===== src/rtl/imem_stream_loader.sv =====
// Boot loader: assembles a length-prefixed, XOR-checksummed byte stream into
// 32-bit little-endian words and writes them into instruction memory from address 0.
module imem_stream_loader #(
    parameter int ADDR_WIDTH = 10
) (
    input  logic                  clk,
    input  logic                  rst,
    input  logic [7:0]            in_data,
    input  logic                  in_valid,
    output logic                  in_ready,
    input  logic                  reload,
    output logic                  imem_we,
    output logic [ADDR_WIDTH-1:0] imem_addr,
    output logic [31:0]           imem_wdata,
    output logic                  core_rst,
    output logic                  done,
    output logic                  error,
    output logic [2:0]            dbg_state
);

    typedef enum logic [2:0] {
        S_LEN_LO = 3'd0,
        S_LEN_HI = 3'd1,
        S_DATA   = 3'd2,
        S_CHECK  = 3'd3,
        S_DONE   = 3'd4,
        S_ERR    = 3'd5
    } state_t;

    localparam logic [16:0] MAX_WORDS = 17'(1) << ADDR_WIDTH;

    state_t                state_q, state_d;
    logic [7:0]            len_lo_q, len_lo_d;
    logic [ADDR_WIDTH-1:0] last_q, last_d;
    logic [ADDR_WIDTH-1:0] cnt_q, cnt_d;
    logic [1:0]            lane_q, lane_d;
    logic [23:0]           asm_q, asm_d;
    logic [7:0]            csum_q, csum_d;
    logic                  we_q, we_d;
    logic [31:0]           wdata_q, wdata_d;
    logic                  done_q, done_d;
    logic                  error_q, error_d;
    logic                  core_rst_q, core_rst_d;

    logic                  accept;
    logic [15:0]           len_word;

    // Handshake: a byte moves on a rising edge where in_valid && in_ready.
    // The checksum byte is held off while the final word's write strobe is out.
    assign in_ready = (state_q == S_LEN_LO) || (state_q == S_LEN_HI) ||
                      (state_q == S_DATA)   || ((state_q == S_CHECK) && !we_q);
    assign accept   = in_valid && in_ready;
    assign len_word = {in_data, len_lo_q};

    assign imem_we    = we_q;
    assign imem_addr  = cnt_q;
    assign imem_wdata = wdata_q;
    assign core_rst   = core_rst_q;
    assign done       = done_q;
    assign error      = error_q;
    assign dbg_state  = state_q;

    always_comb begin
        state_d    = state_q;
        len_lo_d   = len_lo_q;
        last_d     = last_q;
        cnt_d      = cnt_q;
        lane_d     = lane_q;
        asm_d      = asm_q;
        csum_d     = csum_q;
        we_d       = 1'b0;
        wdata_d    = wdata_q;
        done_d     = done_q;
        error_d    = error_q;
        core_rst_d = core_rst_q;
        if (reload) begin
            state_d    = S_LEN_LO;
            cnt_d      = '0;
            lane_d     = 2'd0;
            csum_d     = 8'h00;
            done_d     = 1'b0;
            error_d    = 1'b0;
            core_rst_d = 1'b1;
        end else begin
            if (we_q) cnt_d = cnt_q + ADDR_WIDTH'(1);
            if (accept) begin
                case (state_q)
                    S_LEN_LO: begin
                        len_lo_d = in_data;
                        state_d  = S_LEN_HI;
                    end
                    S_LEN_HI: begin
                        if ({1'b0, len_word} > MAX_WORDS) begin
                            state_d = S_ERR;
                            error_d = 1'b1;
                        end else if (len_word == 16'd0) begin
                            state_d = S_CHECK;
                        end else begin
                            last_d  = ADDR_WIDTH'(len_word - 16'd1);
                            state_d = S_DATA;
                        end
                    end
                    S_DATA: begin
                        csum_d = csum_q ^ in_data;
                        lane_d = lane_q + 2'd1;
                        case (lane_q)
                            2'd0:    asm_d[7:0]   = in_data;
                            2'd1:    asm_d[15:8]  = in_data;
                            2'd2:    asm_d[23:16] = in_data;
                            default: begin
                                wdata_d = {in_data, asm_q};
                                we_d    = 1'b1;
                                if (cnt_q == last_q) state_d = S_CHECK;
                            end
                        endcase
                    end
                    S_CHECK: begin
                        if (in_data == csum_q) begin
                            state_d    = S_DONE;
                            done_d     = 1'b1;
                            core_rst_d = 1'b0;
                        end else begin
                            state_d = S_ERR;
                            error_d = 1'b1;
                        end
                    end
                    default: ;
                endcase
            end
        end
    end

    always_ff @(posedge clk or negedge rst) begin
        if (!rst) begin
            state_q    <= S_LEN_LO;
            len_lo_q   <= 8'h00;
            last_q     <= '0;
            cnt_q      <= '0;
            lane_q     <= 2'd0;
            asm_q      <= 24'h0;
            csum_q     <= 8'h00;
            we_q       <= 1'b0;
            wdata_q    <= 32'h0;
            done_q     <= 1'b0;
            error_q    <= 1'b0;
            core_rst_q <= 1'b1;
        end else begin
            state_q    <= state_d;
            len_lo_q   <= len_lo_d;
            last_q     <= last_d;
            cnt_q      <= cnt_d;
            lane_q     <= lane_d;
            asm_q      <= asm_d;
            csum_q     <= csum_d;
            we_q       <= we_d;
            wdata_q    <= wdata_d;
            done_q     <= done_d;
            error_q    <= error_d;
            core_rst_q <= core_rst_d;
        end
    end

endmodule

===== config.mk =====
export PLATFORM = sky130hd
export DESIGN_NAME = imem_stream_loader
export DESIGN_NICKNAME = d
export VERILOG_FILES = /design/src/rtl/imem_stream_loader.sv
export SDC_FILE = /design/constraint.sdc
export NUM_CORES = 1
export LEC_CHECK = 0
export CORE_MARGIN = 8
export CORE_UTILIZATION = 45
export CTS_BUF_LIST = sky130_fd_sc_hd__clkbuf_4 sky130_fd_sc_hd__clkbuf_8
export DETAILED_ROUTE_END_ITERATION = 8
export DONT_BUFFER_PORTS = 1
export PLACE_DENSITY = 0.66
export SYNTH_ARGS = -nofsm -noshare
export SYNTH_HDL_FRONTEND = slang
export SYNTH_SLANG_ARGS = --single-unit

===== constraint.sdc =====
create_clock -name clk -period 5.3 [get_ports clk]
set_input_delay 1.06 -clock clk [delete_from_list [all_inputs] [get_ports clk]]
set_output_delay 1.06 -clock clk [all_outputs]
set_load 0.02 [all_outputs]

Yosys cells after proc, flatten, opt, wreduce, memory -nomap -nowiden. Index checks and enable logic that the tools add are counted.

Input bits: 12. Register bits after elaboration: 101. Logic and storage cells: 94.

Add/subtract/negate cells: 3. Equality and inequality tests: 11. Multiplexer cells: 33. Order comparisons: 1. Bitwise gates (word level): 5. Reductions and logical operators: 27.

Operators by type and width (number): 8-bit two-way mux (3); 4-bit AND reduction (6); 10-bit two-way mux (2); 1-bit two-way mux (18); 16-bit by 11-bit greater-than comparator with 1-bit output, second input constant (1); 16-bit logical NOT (1); 3-bit two-way mux (5); 3-bit case mux with 4 select lines (1); 10-bit by 1-bit adder with 10-bit output, second input constant (1); 10-bit equality test (1); 2-bit nonzero test (5); 10-bit by 1-bit subtractor with 10-bit output, second input constant (1); 8-bit equality test (1); 8-bit XOR (1); 3-bit by 2-bit equality test with 1-bit output, second input constant (2); 2-bit two-way mux (3); 3-bit by 2-bit inequality test with 1-bit output, second input constant (2); 3-bit inequality test, second input constant (2); 3-bit AND reduction (2); 5-bit AND reduction (1); 5-bit nonzero test (1); 1-bit inverter (4); 3-bit by 1-bit equality test with 1-bit output, second input constant (1); 3-bit logical NOT (1); 11 further kinds (14).

Depth between registers and ports, before layout.
Depth after elaboration: 7. Mapped depth: 9. Gate-level depth less buffers: 7.

Worst setup path before layout. OpenSTA, ideal clock, no wires.

Path type: in2reg. Start: in in_data[0]. End: reg last_q[0]. Path slack: 2.435 ns. Stages: 7. Required time: 5.175 ns. Data arrival time: 2.740 ns. Path buffers: 2. Library setup time: 0.125 ns. Cells stage by stage: clkbuf_8 -> or4_1 -> o31a_1 -> nor3_1 -> nor3b_2 -> buf_6 -> mux2_4.

Longest elaborated chain between the ends: 3.

Ends and longest elaborated chain: start, declared (line 8) `input logic [7:0] in_data,`; 16-bit by 11-bit greater-than comparator with 1-bit output or 16-bit logical NOT (tied branches) (line 93, 96); 1-bit inverter (no source line); 5-bit AND reduction (no source line) (*); end signal, assigned (line 150) `last_q <= last_d;`; end, declared (line 34) `logic [ADDR_WIDTH-1:0] last_q, last_d;`.

Every way passes the cells marked *; elsewhere a longest branch is shown, timed or not. A chain may end at the register's enable or synchronous reset.

Final worst setup path.
Start: reg len_lo_q[0]. End: reg last_q[5].

Longest elaborated chain between the ends: 3.

Ends and longest elaborated chain: start, declared (line 33) `logic [7:0] len_lo_q, len_lo_d;`; start signal, assigned (line 149) `len_lo_q <= len_lo_d;`; 16-bit by 11-bit greater-than comparator with 1-bit output or 16-bit logical NOT (tied branches) (line 93, 96); 1-bit inverter (no source line); 5-bit AND reduction (no source line).

Parallel ways exist; a longest one is shown, timed or not.

==> results.sh <==
export IMPL_powerDensity_nw_per_um2=309.2
export IMPL_clkTransAtPathRegs_ns=0.09
export IMPL_initial_core_util_pct=46.48
export IMPL_crit_path_end_kind="register"
export IMPL_rows=36
export IMPL_p_comb_share_pct=7.4
export IMPL_cpMaxStageDelayCell="nor3b_2"
export IMPL_power_frac_seq_pct=58.3
export IMPL_yosys_warnings=0
export IMPL_synth_area_per_cell_sq_um=12.58
export IMPL_path_max_fanout=10
export IMPL_grt_pass1_vias=2813
export IMPL_drive_above_1_share_pct=26.11
export IMPL_synth_edf_count=0
export IMPL_drc=0
export IMPL_worstPathCellList="inv_1 > ha_1 > or4b_1 > o31a_1 > nor3_1 > nor3b_2 > mux2_4"
export IMPL_yosys_area_top_type_share_pct=55.08
export IMPL_grt_setup_unrepaired="no"
export IMPL_seq_area_frac_synth_pct=55.66
export IMPL_vias=2627
export IMPL_holdBufCountCts=0
export IMPL_synth_seq_cells=101
export IMPL_p_clk_share_pct=34.3
export IMPL_hold_violations=0
export IMPL_firstDrtPassIters=4
export IMPL_synth_cell_types=41
export IMPL_routed_wirelength_um=8996
export IMPL_fin_ws_ns=2.204
export IMPL_max_freq_ghz=0.3230
export IMPL_cts_sinks=101
export IMPL_diodes=0
export IMPL_fin_crit_sh_pct=58.42
export IMPL_final_net_count=373
export IMPL_tightestPinTransition_ns=0.9835
export IMPL_place_ws_ns=1.948
export IMPL_insertion_delay_ns=0.37
export IMPL_critical_path_max_stage_delay_ns=0.84
export IMPL_ys_flop_type="dfrtp_1"
export IMPL_final_common_cell="dfrtp_1"
export IMPL_syn_nets=379
export IMPL_cts_resized_gates=0
export IMPL_die_area_sq_um=13570
export IMPL_status="finished clean"
export IMPL_synthTopCellsByArea="dfrtp_1 55%, mux2_2 16%, xor2_1 3.3%, xnor2_1 3.1%, mux2_4 3.0%"
export IMPL_slew_headroom_pct=34.15
export IMPL_cp_required_ns=5.55
export IMPL_grt_pass1_wl_um=14930
export IMPL_chipWidth_um=116.5
export IMPL_grt_max_degree=102
export IMPL_crit_arrival_ns=3.35
export IMPL_worstSetupStartpointType="register"
export IMPL_finalCoreUtilization_pct=49.03
export IMPL_overflow=0
export IMPL_dp_hpwl_um=6183
export IMPL_vias_per_cell=5.329
export IMPL_port_buffers=0
export IMPL_final_setup_tns_ns=0
export IMPL_crit_type="reg2reg"
export IMPL_syn_area_sq_um=4543
export IMPL_ir_drop_v=0.0001597
export IMPL_drt_iter0_markers=138
export IMPL_drv_slew=0
export IMPL_period_needed_ns=3.096
export IMPL_final_cell_mix="100 x dfrtp_1, 64 x mux2_2, 27 x nor2_1, 27 x nand2_1"
export IMPL_hold_class="in2async"
export IMPL_async_flop_share_pct=100.0
export IMPL_cts_root_buf="clkbuf_8"
export IMPL_cts_setup_buffers=0
export IMPL_p_int_mw=1.116
export IMPL_finalSetupViolations=0
export IMPL_post_drt_wl_per_cell_um=18.25
export IMPL_htreeDepth=3
export IMPL_grt_antenna_before_repair=0
export IMPL_max_cap_violations=0
export IMPL_fin_worst_skew_ns=0.009432
export IMPL_p_switching_mw=0.3651
export IMPL_antenna_left=0
export IMPL_place_congestion=0.7535
export IMPL_numCtsBuffers=9
export IMPL_area_growth_pct=5.481
export IMPL_coreArea_sq_um=9774
export IMPL_grt_usage_pct=14.44
export IMPL_cts_tree="done"
export IMPL_die_h_um=116.5
export IMPL_yosys_area_top_type="dfrtp_1"
export IMPL_power_leakage_nw=2.293
export IMPL_swShare_pct=24.65
export IMPL_boundaryPins=62
export IMPL_clock_path_buffers=2
export IMPL_netlist_instances=361
[path summary, 6_finish.rpt]
kind | cells past startpoint | slack (ns) | start | end
min in group clk | 1 | 0.51 | asm_q[6] | asm_q[6]
hold reg to reg | 1 | 0.51 | asm_q[6] | asm_q[6]
max in group asynchronous | 0 | 4.73 | rst | core_rst
setup / recovery | 7 | 2.20 | len_lo_q[0] | last_q[5]
setup reg to reg | 7 | 2.20 | len_lo_q[0] | last_q[5]
hold / removal | 0 | 0.39 | rst | imem_addr[3]
[critical path: cells and delay by family, from the launching register on]
family	cells	cell delay (ns)
AOI/OAI and AO/OA	1	0.33
muxes	1	0.35
and+or+nand+nor	3	1.60
adders and majority gates	1	0.21
buffers and inverters	1	0.08
DFF	1	0.40
[state kept, by name, summed over array words and instances, names as in the netlist]
register and count:
last_q 10, imem_addr 10, error 1, core_rst 1, csum_q 8, asm_q 24
done 1, len_lo_q 8, dbg_state 3, imem_we 1, lane_q 2, imem_wdata 32
[power by group through the flow]
stage / Combinational (mW) / Sequential, mW / Clock [mW]
CTS: 0.111 / 0.863 / 0.531
detailed placement: 0.110 / 0.879 / 0
global placement: 0.107 / 0.877 / 0
floorplan: 0.106 / 0.865 / 0
global route: 0.123 / 0.870 / 0.556
finish: 0.110 / 0.863 / 0.509
[metal layers]
layer	global-route usage [%]	share of wire (%)	vias up
met5	0	0	-
met4	5.877	1.7	0
met3	6.980	10	10
met2	23.11	47	77
met1	16.22	41	1317
li1	-	-	1223
[Yosys cell counts, types with 2 or more instances]
master and n:
nor4_1 4, nand4_1 2, nand2b_1 4, mux2i_1 2, or3_1 4, a21o_1 2, nor2_1 27, buf_1 3
inv_1 9, dfrtp_1 100, clkbuf_8 3, xnor2_1 16, and3_1 4, mux2_4 9, clkbuf_1 9, mux2_2 64
a21oi_1 4, nand2_1 27, nand3_1 6, nor3_1 4, xor2_1 17, ha_1 6, o21ai_0 17
[cells by family (layout without fill, tap and decap cells)]
logic type / after synthesis / after routing / synth area share, %
flip-flops: 101 / 101 / 55.66
AND/OR/NAND/NOR: 89 / 89 / 9.419
multiplexers: 75 / 75 / 19.28
XOR/XNOR: 33 / 33 / 6.362
AO/OA/AOI/OAI: 30 / 30 / 3.911
buffers and inverters: 27 / 26 / 3.718
adder cells (fa/ha/maj): 6 / 6 / 1.652
[final cells by class]
type,count,area [sq um]
timing repair buffer,1,7.507
multi-input combinational,233,1846
sequential,101,2529
inverter,9,33.78
tap,133,166.4
fill,875,4982
clock buffer,10,131.4
clock inverter,6,78.83
[stage by stage]
stage                     power (mW)  instance area (sq um)  cells  hold slack [ns]
final                          1.481                   4792    493           0.3855
after global placement        0.9835                   4582    477           0.4827
after CTS                      1.505                   4792    493           0.3528
after global routing           1.549                   4792    493           0.3454
after detailed placement      0.9891                   4582    477           0.4870
after floorplan               0.9709                   4543    361           0.4710
Power figures use the tool's default switching activity.
